===== src/rtl/ifq_rom_ctrl_if.sv =====
// ifq_rom_ctrl_if: bundle of the icache miss/fill handshake, flush/full status
// and boot ROM read port used by ifq_rom_ctrl.
//   master : requester side (icache + ROM model); drives alloc, flush, ROM data
//   slave  : ifq_rom_ctrl; drives full, ROM read strobe/address, fill outputs
interface ifq_rom_ctrl_if #(
    parameter int unsigned OPTN_ADDR_WIDTH     = 32,
    parameter int unsigned OPTN_IC_LINE_SIZE   = 32,
    parameter int unsigned OPTN_ROM_DATA_WIDTH = 32,
    parameter int unsigned OPTN_HEX_SIZE       = 2048
);
    localparam int unsigned IC_LINE_WIDTH  = OPTN_IC_LINE_SIZE * 8;
    localparam int unsigned ROM_ADDR_WIDTH = (OPTN_HEX_SIZE > 1) ? $clog2(OPTN_HEX_SIZE) : 1;

    logic                           i_flush;
    logic                           o_full;
    logic                           i_alloc_en;
    logic [OPTN_ADDR_WIDTH-1:0]     i_alloc_addr;
    logic                           o_rom_en;
    logic [ROM_ADDR_WIDTH-1:0]      o_rom_addr;
    logic [OPTN_ROM_DATA_WIDTH-1:0] i_rom_data;
    logic                           o_fill_en;
    logic [OPTN_ADDR_WIDTH-1:0]     o_fill_addr;
    logic [IC_LINE_WIDTH-1:0]       o_fill_data;

    modport master (
        output i_flush, i_alloc_en, i_alloc_addr, i_rom_data,
        input  o_full, o_rom_en, o_rom_addr, o_fill_en, o_fill_addr, o_fill_data
    );

    modport slave (
        input  i_flush, i_alloc_en, i_alloc_addr, i_rom_data,
        output o_full, o_rom_en, o_rom_addr, o_fill_en, o_fill_addr, o_fill_data
    );
endinterface


===== src/rtl/ifq_rom_ctrl.sv =====
// ifq_rom_ctrl: queued icache miss sequencer in front of a narrow synchronous
// boot ROM. Misses are queued as line addresses; the head line is read one ROM
// beat per cycle, assembled in a line buffer and returned as one fill pulse.
// Ports:
//   clk, n_rst : clock, asynchronous active-low reset
//   bus        : ifq_rom_ctrl_if.slave (flush, full, alloc, ROM port, fill)
// Optional feature: define PROCYON_IFQ_DEDUP_EN to drop allocs whose line is
// already held in the queue (including the line currently being filled).
module ifq_rom_ctrl #(
    parameter int unsigned OPTN_ADDR_WIDTH     = 32,
    parameter int unsigned OPTN_IC_LINE_SIZE   = 32,
    parameter int unsigned OPTN_ROM_DATA_WIDTH = 32,
    parameter int unsigned OPTN_HEX_SIZE       = 2048,
    parameter int unsigned OPTN_IFQ_DEPTH      = 4
) (
    input  logic          clk,
    input  logic          n_rst,
    ifq_rom_ctrl_if.slave bus
);
    localparam int unsigned IC_LINE_WIDTH  = OPTN_IC_LINE_SIZE * 8;
    localparam int unsigned BEATS          = IC_LINE_WIDTH / OPTN_ROM_DATA_WIDTH;
    localparam int unsigned ROM_ADDR_WIDTH = (OPTN_HEX_SIZE > 1) ? $clog2(OPTN_HEX_SIZE) : 1;
    localparam int unsigned OFF_W          = $clog2(OPTN_IC_LINE_SIZE);
    localparam int unsigned LA_W           = OPTN_ADDR_WIDTH - OFF_W;
    localparam int unsigned BEAT_W         = (BEATS > 1) ? $clog2(BEATS) : 1;
    localparam int unsigned PTR_W          = $clog2(OPTN_IFQ_DEPTH);
    localparam int unsigned CNT_W          = PTR_W + 1;
    localparam int unsigned SUM_W          = LA_W + BEAT_W;

    typedef enum logic [1:0] {S_IDLE, S_READ, S_DRAIN, S_FILL} state_e;

    state_e                     state_q, state_d;
    logic [BEAT_W-1:0]          beat_q, beat_d;
    logic [PTR_W-1:0]           head_q, head_d, tail_q, tail_d;
    logic [CNT_W-1:0]           count_q, count_d;
    logic [LA_W-1:0]            q_mem_q [OPTN_IFQ_DEPTH];
    logic [LA_W-1:0]            q_mem_d [OPTN_IFQ_DEPTH];
    logic [IC_LINE_WIDTH-1:0]   linebuf_q, linebuf_d;
    logic                       rd_pend_q, rd_pend_d;
    logic [BEAT_W-1:0]          rd_beat_q, rd_beat_d;
    logic                       rom_en_q, rom_en_d;
    logic [ROM_ADDR_WIDTH-1:0]  rom_addr_q, rom_addr_d;
    logic                       fill_en_q, fill_en_d;
    logic [OPTN_ADDR_WIDTH-1:0] fill_addr_q, fill_addr_d;
    logic [IC_LINE_WIDTH-1:0]   fill_data_q, fill_data_d;

    logic [LA_W-1:0]            alloc_line_c;
    logic [LA_W-1:0]            next_head_line_c;
    logic [CNT_W-1:0]           cnt_after_pop_c;
    logic                       full_c;
    logic                       dup_c;
    logic                       alloc_acc_c;
    logic                       pop_c;
    logic                       unused_offset;

    // ROM beat index = line * BEATS + beat, truncated to the ROM address width
    function automatic logic [ROM_ADDR_WIDTH-1:0] rom_beat_addr(
        input logic [LA_W-1:0]   line,
        input logic [BEAT_W-1:0] beat
    );
        logic [SUM_W-1:0] idx;
        idx = SUM_W'(line) * SUM_W'(BEATS) + SUM_W'(beat);
        return ROM_ADDR_WIDTH'(idx);
    endfunction

    assign full_c        = (count_q == CNT_W'(OPTN_IFQ_DEPTH));
    assign unused_offset = ^bus.i_alloc_addr[OFF_W-1:0];

    // Next-state / next-output logic
    always_comb begin
        state_d     = state_q;
        beat_d      = beat_q;
        head_d      = head_q;
        tail_d      = tail_q;
        count_d     = count_q;
        q_mem_d     = q_mem_q;
        linebuf_d   = linebuf_q;
        rd_pend_d   = rom_en_q;
        rd_beat_d   = beat_q;
        rom_en_d    = 1'b0;
        rom_addr_d  = rom_addr_q;
        fill_en_d   = 1'b0;
        fill_addr_d = fill_addr_q;
        fill_data_d = fill_data_q;
        pop_c       = 1'b0;
        dup_c       = 1'b0;

        alloc_line_c = bus.i_alloc_addr[OPTN_ADDR_WIDTH-1:OFF_W];

`ifdef PROCYON_IFQ_DEDUP_EN
        // Entry i is valid when its distance from head is below count
        for (int unsigned i = 0; i < OPTN_IFQ_DEPTH; i++) begin
            if ((CNT_W'(PTR_W'(PTR_W'(i) - head_q)) < count_q) && (q_mem_q[i] == alloc_line_c))
                dup_c = 1'b1;
        end
`endif

        alloc_acc_c = bus.i_alloc_en & ~full_c & ~bus.i_flush & ~dup_c;

        // ROM data lands the cycle after its strobe
        if (rd_pend_q)
            linebuf_d[32'(rd_beat_q) * OPTN_ROM_DATA_WIDTH +: OPTN_ROM_DATA_WIDTH] = bus.i_rom_data;

        // With one entry left, a same-cycle alloc becomes the next head
        next_head_line_c = (count_q == CNT_W'(1)) ? alloc_line_c : q_mem_q[PTR_W'(head_q + PTR_W'(1))];
        cnt_after_pop_c  = CNT_W'(count_q - CNT_W'(1) + CNT_W'(alloc_acc_c));

        case (state_q)
            S_IDLE: begin
                if (count_q != '0) begin
                    state_d    = S_READ;
                    beat_d     = '0;
                    rom_en_d   = 1'b1;
                    rom_addr_d = rom_beat_addr(q_mem_q[head_q], BEAT_W'(0));
                end
            end
            S_READ: begin
                if (beat_q == BEAT_W'(BEATS - 1)) begin
                    state_d = S_DRAIN;
                end else begin
                    beat_d     = BEAT_W'(beat_q + BEAT_W'(1));
                    rom_en_d   = 1'b1;
                    rom_addr_d = rom_beat_addr(q_mem_q[head_q], BEAT_W'(beat_q + BEAT_W'(1)));
                end
            end
            S_DRAIN: begin
                state_d     = S_FILL;
                fill_en_d   = 1'b1;
                fill_addr_d = {q_mem_q[head_q], OFF_W'(0)};
                fill_data_d = linebuf_d;
            end
            S_FILL: begin
                pop_c = 1'b1;
                if (cnt_after_pop_c != '0) begin
                    state_d    = S_READ;
                    beat_d     = '0;
                    rom_en_d   = 1'b1;
                    rom_addr_d = rom_beat_addr(next_head_line_c, BEAT_W'(0));
                end else begin
                    state_d = S_IDLE;
                end
            end
            default: state_d = S_IDLE;
        endcase

        if (alloc_acc_c) begin
            q_mem_d[tail_q] = alloc_line_c;
            tail_d          = PTR_W'(tail_q + PTR_W'(1));
        end
        if (pop_c)
            head_d = PTR_W'(head_q + PTR_W'(1));
        count_d = CNT_W'(count_q + CNT_W'(alloc_acc_c) - CNT_W'(pop_c));

        // Flush discards everything; an already-registered fill still shows this cycle
        if (bus.i_flush) begin
            state_d   = S_IDLE;
            beat_d    = '0;
            head_d    = '0;
            tail_d    = '0;
            count_d   = '0;
            rd_pend_d = 1'b0;
            rom_en_d  = 1'b0;
            fill_en_d = 1'b0;
        end
    end

    // State and registered outputs
    always_ff @(posedge clk or negedge n_rst) begin
        if (!n_rst) begin
            state_q     <= S_IDLE;
            beat_q      <= '0;
            head_q      <= '0;
            tail_q      <= '0;
            count_q     <= '0;
            for (int unsigned i = 0; i < OPTN_IFQ_DEPTH; i++)
                q_mem_q[i] <= '0;
            linebuf_q   <= '0;
            rd_pend_q   <= 1'b0;
            rd_beat_q   <= '0;
            rom_en_q    <= 1'b0;
            rom_addr_q  <= '0;
            fill_en_q   <= 1'b0;
            fill_addr_q <= '0;
            fill_data_q <= '0;
        end else begin
            state_q     <= state_d;
            beat_q      <= beat_d;
            head_q      <= head_d;
            tail_q      <= tail_d;
            count_q     <= count_d;
            q_mem_q     <= q_mem_d;
            linebuf_q   <= linebuf_d;
            rd_pend_q   <= rd_pend_d;
            rd_beat_q   <= rd_beat_d;
            rom_en_q    <= rom_en_d;
            rom_addr_q  <= rom_addr_d;
            fill_en_q   <= fill_en_d;
            fill_addr_q <= fill_addr_d;
            fill_data_q <= fill_data_d;
        end
    end

    assign bus.o_full      = full_c;
    assign bus.o_rom_en    = rom_en_q;
    assign bus.o_rom_addr  = rom_addr_q;
    assign bus.o_fill_en   = fill_en_q;
    assign bus.o_fill_addr = fill_addr_q;
    assign bus.o_fill_data = fill_data_q;
endmodule

===== src/flat_wrapper.sv =====
// flat-port wrapper written by rule: the top's interface ports become plain ports
module ifq_rom_ctrl_flat 
#(
    parameter int unsigned OPTN_ADDR_WIDTH     = 32,
    parameter int unsigned OPTN_IC_LINE_SIZE   = 32,
    parameter int unsigned OPTN_ROM_DATA_WIDTH = 32,
    parameter int unsigned OPTN_HEX_SIZE       = 2048,
    parameter int unsigned OPTN_IFQ_DEPTH      = 4
)
  (clk, n_rst, bus_i_flush, bus_i_alloc_en, bus_i_alloc_addr, bus_i_rom_data, bus_o_full, bus_o_rom_en, bus_o_rom_addr, bus_o_fill_en, bus_o_fill_addr, bus_o_fill_data);
  ifq_rom_ctrl_if #(.OPTN_ADDR_WIDTH(OPTN_ADDR_WIDTH), .OPTN_IC_LINE_SIZE(OPTN_IC_LINE_SIZE), .OPTN_ROM_DATA_WIDTH(OPTN_ROM_DATA_WIDTH), .OPTN_HEX_SIZE(OPTN_HEX_SIZE)) bus_i ();
  input  logic clk;
  input  logic n_rst;
  input wire logic [$bits(bus_i.i_flush)-1:0] bus_i_flush;
  input wire logic [$bits(bus_i.i_alloc_en)-1:0] bus_i_alloc_en;
  input wire logic [$bits(bus_i.i_alloc_addr)-1:0] bus_i_alloc_addr;
  input wire logic [$bits(bus_i.i_rom_data)-1:0] bus_i_rom_data;
  output wire logic [$bits(bus_i.o_full)-1:0] bus_o_full;
  output wire logic [$bits(bus_i.o_rom_en)-1:0] bus_o_rom_en;
  output wire logic [$bits(bus_i.o_rom_addr)-1:0] bus_o_rom_addr;
  output wire logic [$bits(bus_i.o_fill_en)-1:0] bus_o_fill_en;
  output wire logic [$bits(bus_i.o_fill_addr)-1:0] bus_o_fill_addr;
  output wire logic [$bits(bus_i.o_fill_data)-1:0] bus_o_fill_data;
  assign bus_i.i_flush = bus_i_flush;
  assign bus_i.i_alloc_en = bus_i_alloc_en;
  assign bus_i.i_alloc_addr = bus_i_alloc_addr;
  assign bus_i.i_rom_data = bus_i_rom_data;
  assign bus_o_full = bus_i.o_full;
  assign bus_o_rom_en = bus_i.o_rom_en;
  assign bus_o_rom_addr = bus_i.o_rom_addr;
  assign bus_o_fill_en = bus_i.o_fill_en;
  assign bus_o_fill_addr = bus_i.o_fill_addr;
  assign bus_o_fill_data = bus_i.o_fill_data;
  ifq_rom_ctrl #(.OPTN_ADDR_WIDTH(OPTN_ADDR_WIDTH), .OPTN_IC_LINE_SIZE(OPTN_IC_LINE_SIZE), .OPTN_ROM_DATA_WIDTH(OPTN_ROM_DATA_WIDTH), .OPTN_HEX_SIZE(OPTN_HEX_SIZE), .OPTN_IFQ_DEPTH(OPTN_IFQ_DEPTH)) u_core (.clk(clk), .n_rst(n_rst), .bus(bus_i));
endmodule

===== config.mk =====
export PLATFORM = sky130hd
export DESIGN_NAME = ifq_rom_ctrl_flat
export DESIGN_NICKNAME = d
export VERILOG_FILES = /design/src/rtl/ifq_rom_ctrl_if.sv /design/src/rtl/ifq_rom_ctrl.sv /design/src/flat_wrapper.sv
export SDC_FILE = /design/constraint.sdc
export NUM_CORES = 1
export LEC_CHECK = 0
export ABC_AREA = 1
export CAP_MARGIN = 5
export CELL_PAD_IN_SITES_DETAIL_PLACEMENT = 0
export CELL_PAD_IN_SITES_GLOBAL_PLACEMENT = 2
export CORE_MARGIN = 2
export CORE_UTILIZATION = 37
export CTS_BUF_LIST = sky130_fd_sc_hd__clkbuf_8
export DETAILED_ROUTE_END_ITERATION = 12
export PLACE_DENSITY = 0.85
export SLEW_MARGIN = 15
export SYNTH_ARGS = -nofsm -noshare
export SYNTH_HDL_FRONTEND = slang
export SYNTH_SLANG_ARGS = --single-unit

===== constraint.sdc =====
create_clock -name clk -period 4.5 [get_ports clk]
set_clock_uncertainty 0.2 [all_clocks]
set_input_delay 1.35 -clock clk [delete_from_list [all_inputs] [get_ports clk]]
set_output_delay 1.35 -clock clk [all_outputs]
set_load 0.02 [all_outputs]

==> impl_metrics.toml <==
[power_and_ir_drop]
power_leakage_nw = 18.1
power_frac_comb_pct = 33.5
seq_power_share_pct = 40.4
peakVddDrop_uv = 314
powerDensity_nw_per_um2 = 621
netSwitchingFraction_pct = 37.3
power_frac_clock_pct = 26.1
intPower_mw = 13.5
switchingPower_mw = 8.06

[sta]
clock.fmax_mhz = 278
tightest_slew_ns = 1.05
hold_violations = 0
rsz0062_at_grt = "false"
setup_viol = 0
setup_slack_ns = 0.904
slew_headroom_pct = 30.2
fin_crit_ns = 3.60
slew_viol_final = 0
fin_crit_sh_pct = 79.9
tns_ns = 0

[clock_tree]
post_cts_buffers = 0
ctsResizeCount = 0
clkSinkCount = 676
clk_latency_ns = 0.71
cts_tree = "done"
cts_buffers = 115
root_buffer = "clkbuf_8"
clock_tree.buffer_depth = 3
clk_pin_slew_ns = 0.06
ctsHtreeMaxLevel = 3
postCtsHoldBufs = 0

[synthesis]
synth_area_um2 = 27800
synth_warnings = 0
async_flop_share_pct = 100
synthCells = 3195
synth_cell_types = 35
synth_ff_type = "dfrtp_1"
yosysSeqAreaShare_pct = 60.7
synth_edf_count = 0
ys_seq_elements = 676
synth.avg_cell_area_um2 = 8.72

[finish]
register_area_um2 = 16900
syn_to_final_growth_pct = 25.0
fin_cells = 4596
drive_gt1_share_pct = 6.54
nNetsFinal = 3622
multi_input_area_um2 = 9060
nFillCells = 7223

[routing]
drt-wirelength-per-cell_um = 18.4
totalWireLength_um = 84800
dr.pass1.iters = 7
ant_nets = 0
vias = 22233
initialDrtViolationCount = 1559
via_per_inst = 4.84
drc = 0

[worst_setup_path]
required_ns = 2.95
critPathLaunchType = "flip-flop"
arrival_ns = 2.05
path_max_fanout = 4
critPathKind = "flip-flop to primary output"
endpoint_kind = "primary output"

[global_route]
first_global_vias = 22442
grt_pass1_wl_um = 132000
gr-total-overflow = 0
antenna_found_initial = 13
grt_start_max_net_pins = 156
grtUsageTotal_pct = 21.9

[floorplanning]
dieArea_um2 = 77500
die_h_um = 278
core_area_um2 = 74400
rows = 100
fp.dieW_um = 278
initial_core_util_pct = 37.4
ios = 370

[status]
status = "completed"

[placed_design]
placedCellCount = 4386
hpwl_um = 55000
gp_congestion = 0.819
portBuffers = 359
pre_cts_slack_ns = 0.410

[run]
drv_cap = 0

[worst_hold_path]
hold_path_class = "flip-flop to flip-flop"
## cells in the final DEF (no fill, tap or decap), types with 20 or more instances in the layout
cell type / instances
nand2_1: 1174
dfrtp_1: 674
clkdlybuf4s50_1: 358
inv_1: 339
o21ai_0: 256
clkbuf_8: 143
o21ai_1: 141
nor2_1: 126
nand3_1: 120
nand4_1: 65
o21a_1: 42
and2_1: 33
buf_4: 30
a31oi_1: 20
## routing by layer
metal / track usage (%) / routed length (um) / up-vias
li1: - / - / 10714
met4: 7.40 / 2510 / 20
met3: 5.63 / 5330 / 151
met5: 0 / 128 / -
met2: 36.2 / 40400 / 570
met1: 28.0 / 36400 / 10778
## area by class of cell
type | count | share of cell area (%)
Antenna cell | 5 | 0.0360
Clock inverter | 61 | 1.13
Inverter | 308 | 3.35
Tap cell | 969 | 3.48
Sequential cell | 676 | 48.6
Multi-Input combinational cell | 2033 | 26.0
Timing Repair Buffer | 401 | 11.7
Clock buffer | 143 | 5.66
## through the flow
step / util [%] / area (um2) / power, mW / hold WS (ns)
finish: 46.7 / 34800 / 21.6 / 0.221
floorplan: - / 27900 / 12.7 / 0.178
global route: 46.7 / 34800 / 23.0 / 0.240
CTS: 46.7 / 34800 / 21.9 / 0.222
global placement: 43.5 / 32400 / 16.0 / 0.206
detailed placement: 43.5 / 32400 / 16.1 / 0.212
## Yosys cell counts (7+ instances only)
cell type / n / area (um2)
nand2_1: 1175 / 4410
ha_1: 18 / 225
dfrtp_1: 676 / 16900
inv_1: 302 / 1130
nor2_1: 127 / 477
and2_1: 33 / 206
buf_2: 44 / 220
nand3_1: 120 / 601
a31oi_1: 20 / 125
o21a_1: 42 / 315
buf_4: 7 / 52.6
buf_1: 34 / 128
o21ai_0: 256 / 1280
a21oi_1: 9 / 45.0
clkbuf_1: 97 / 364
nand4_1: 65 / 407
o21ai_1: 141 / 706
## path summary, 6_finish.rpt
kind,startpoint,to,slack [ns],depth (start not counted)
max,u_core.count_q[1]$_DFF_PN0_,bus_o_full,0.90,4
min,u_core.beat_q[2]$_DFFE_PN0P_,u_core.rd_beat_q[2]$_DFF_PN0_,0.22,0
max reg2reg,u_core.rd_beat_q[0]$_DFF_PN0_,u_core.bus.o_fill_data[154]$_DFFE_PN0N_,1.18,9
min reg2reg,u_core.beat_q[2]$_DFFE_PN0P_,u_core.rd_beat_q[2]$_DFF_PN0_,0.22,0
max in group asynchronous,n_rst,u_core.bus.o_fill_data[113]$_DFFE_PN0N_,2.71,3
min in group asynchronous,n_rst,u_core.bus.o_fill_data[219]$_DFFE_PN0N_,0.39,1
## state kept, by name, summed over array words and instances (netlist names), 3 cells and up
register / cells
u_core.linebuf_q: 256
u_core.beat_q: 3
u_core.bus.o_fill_addr: 27
u_core.q_mem_q: 108
u_core.bus.o_fill_data: 256
u_core.count_q: 3
u_core.bus.o_rom_addr: 11
u_core.rd_beat_q: 3
## worst max-delay path, stage by stage (launching register included)
cell and delay [ns]:
dfrtp_1 0.43, inv_1 0.11, nand3_1 0.13, inv_1 0.08, clkdlybuf4s50_1 0.60
## cells by family after synthesis
group | share of synthesized area [%]
simple gates | 22.5
other cells | 0.0135
fa+ha+maj | 0.881
xor+xnor | 0.0315
buf+inv | 6.91
flops | 60.7
compound gates | 8.93
## power groups by stage
| stage | Combinational [mW] | Sequential [mW] | Clock [mW] |
|---|---|---|---|
| 3_5_place_dp | 7.32 | 8.82 | 0 |
| 6_report | 7.24 | 8.73 | 5.63 |
| 3_3_place_gp | 7.21 | 8.77 | 0 |
| 4_1_cts | 7.35 | 8.74 | 5.80 |
| 5_1_grt | 8.04 | 8.90 | 6.09 |
| 2_1_floorplan | 3.18 | 9.52 | 0 |
No activity file was read; power rests on OpenSTA's default activity.
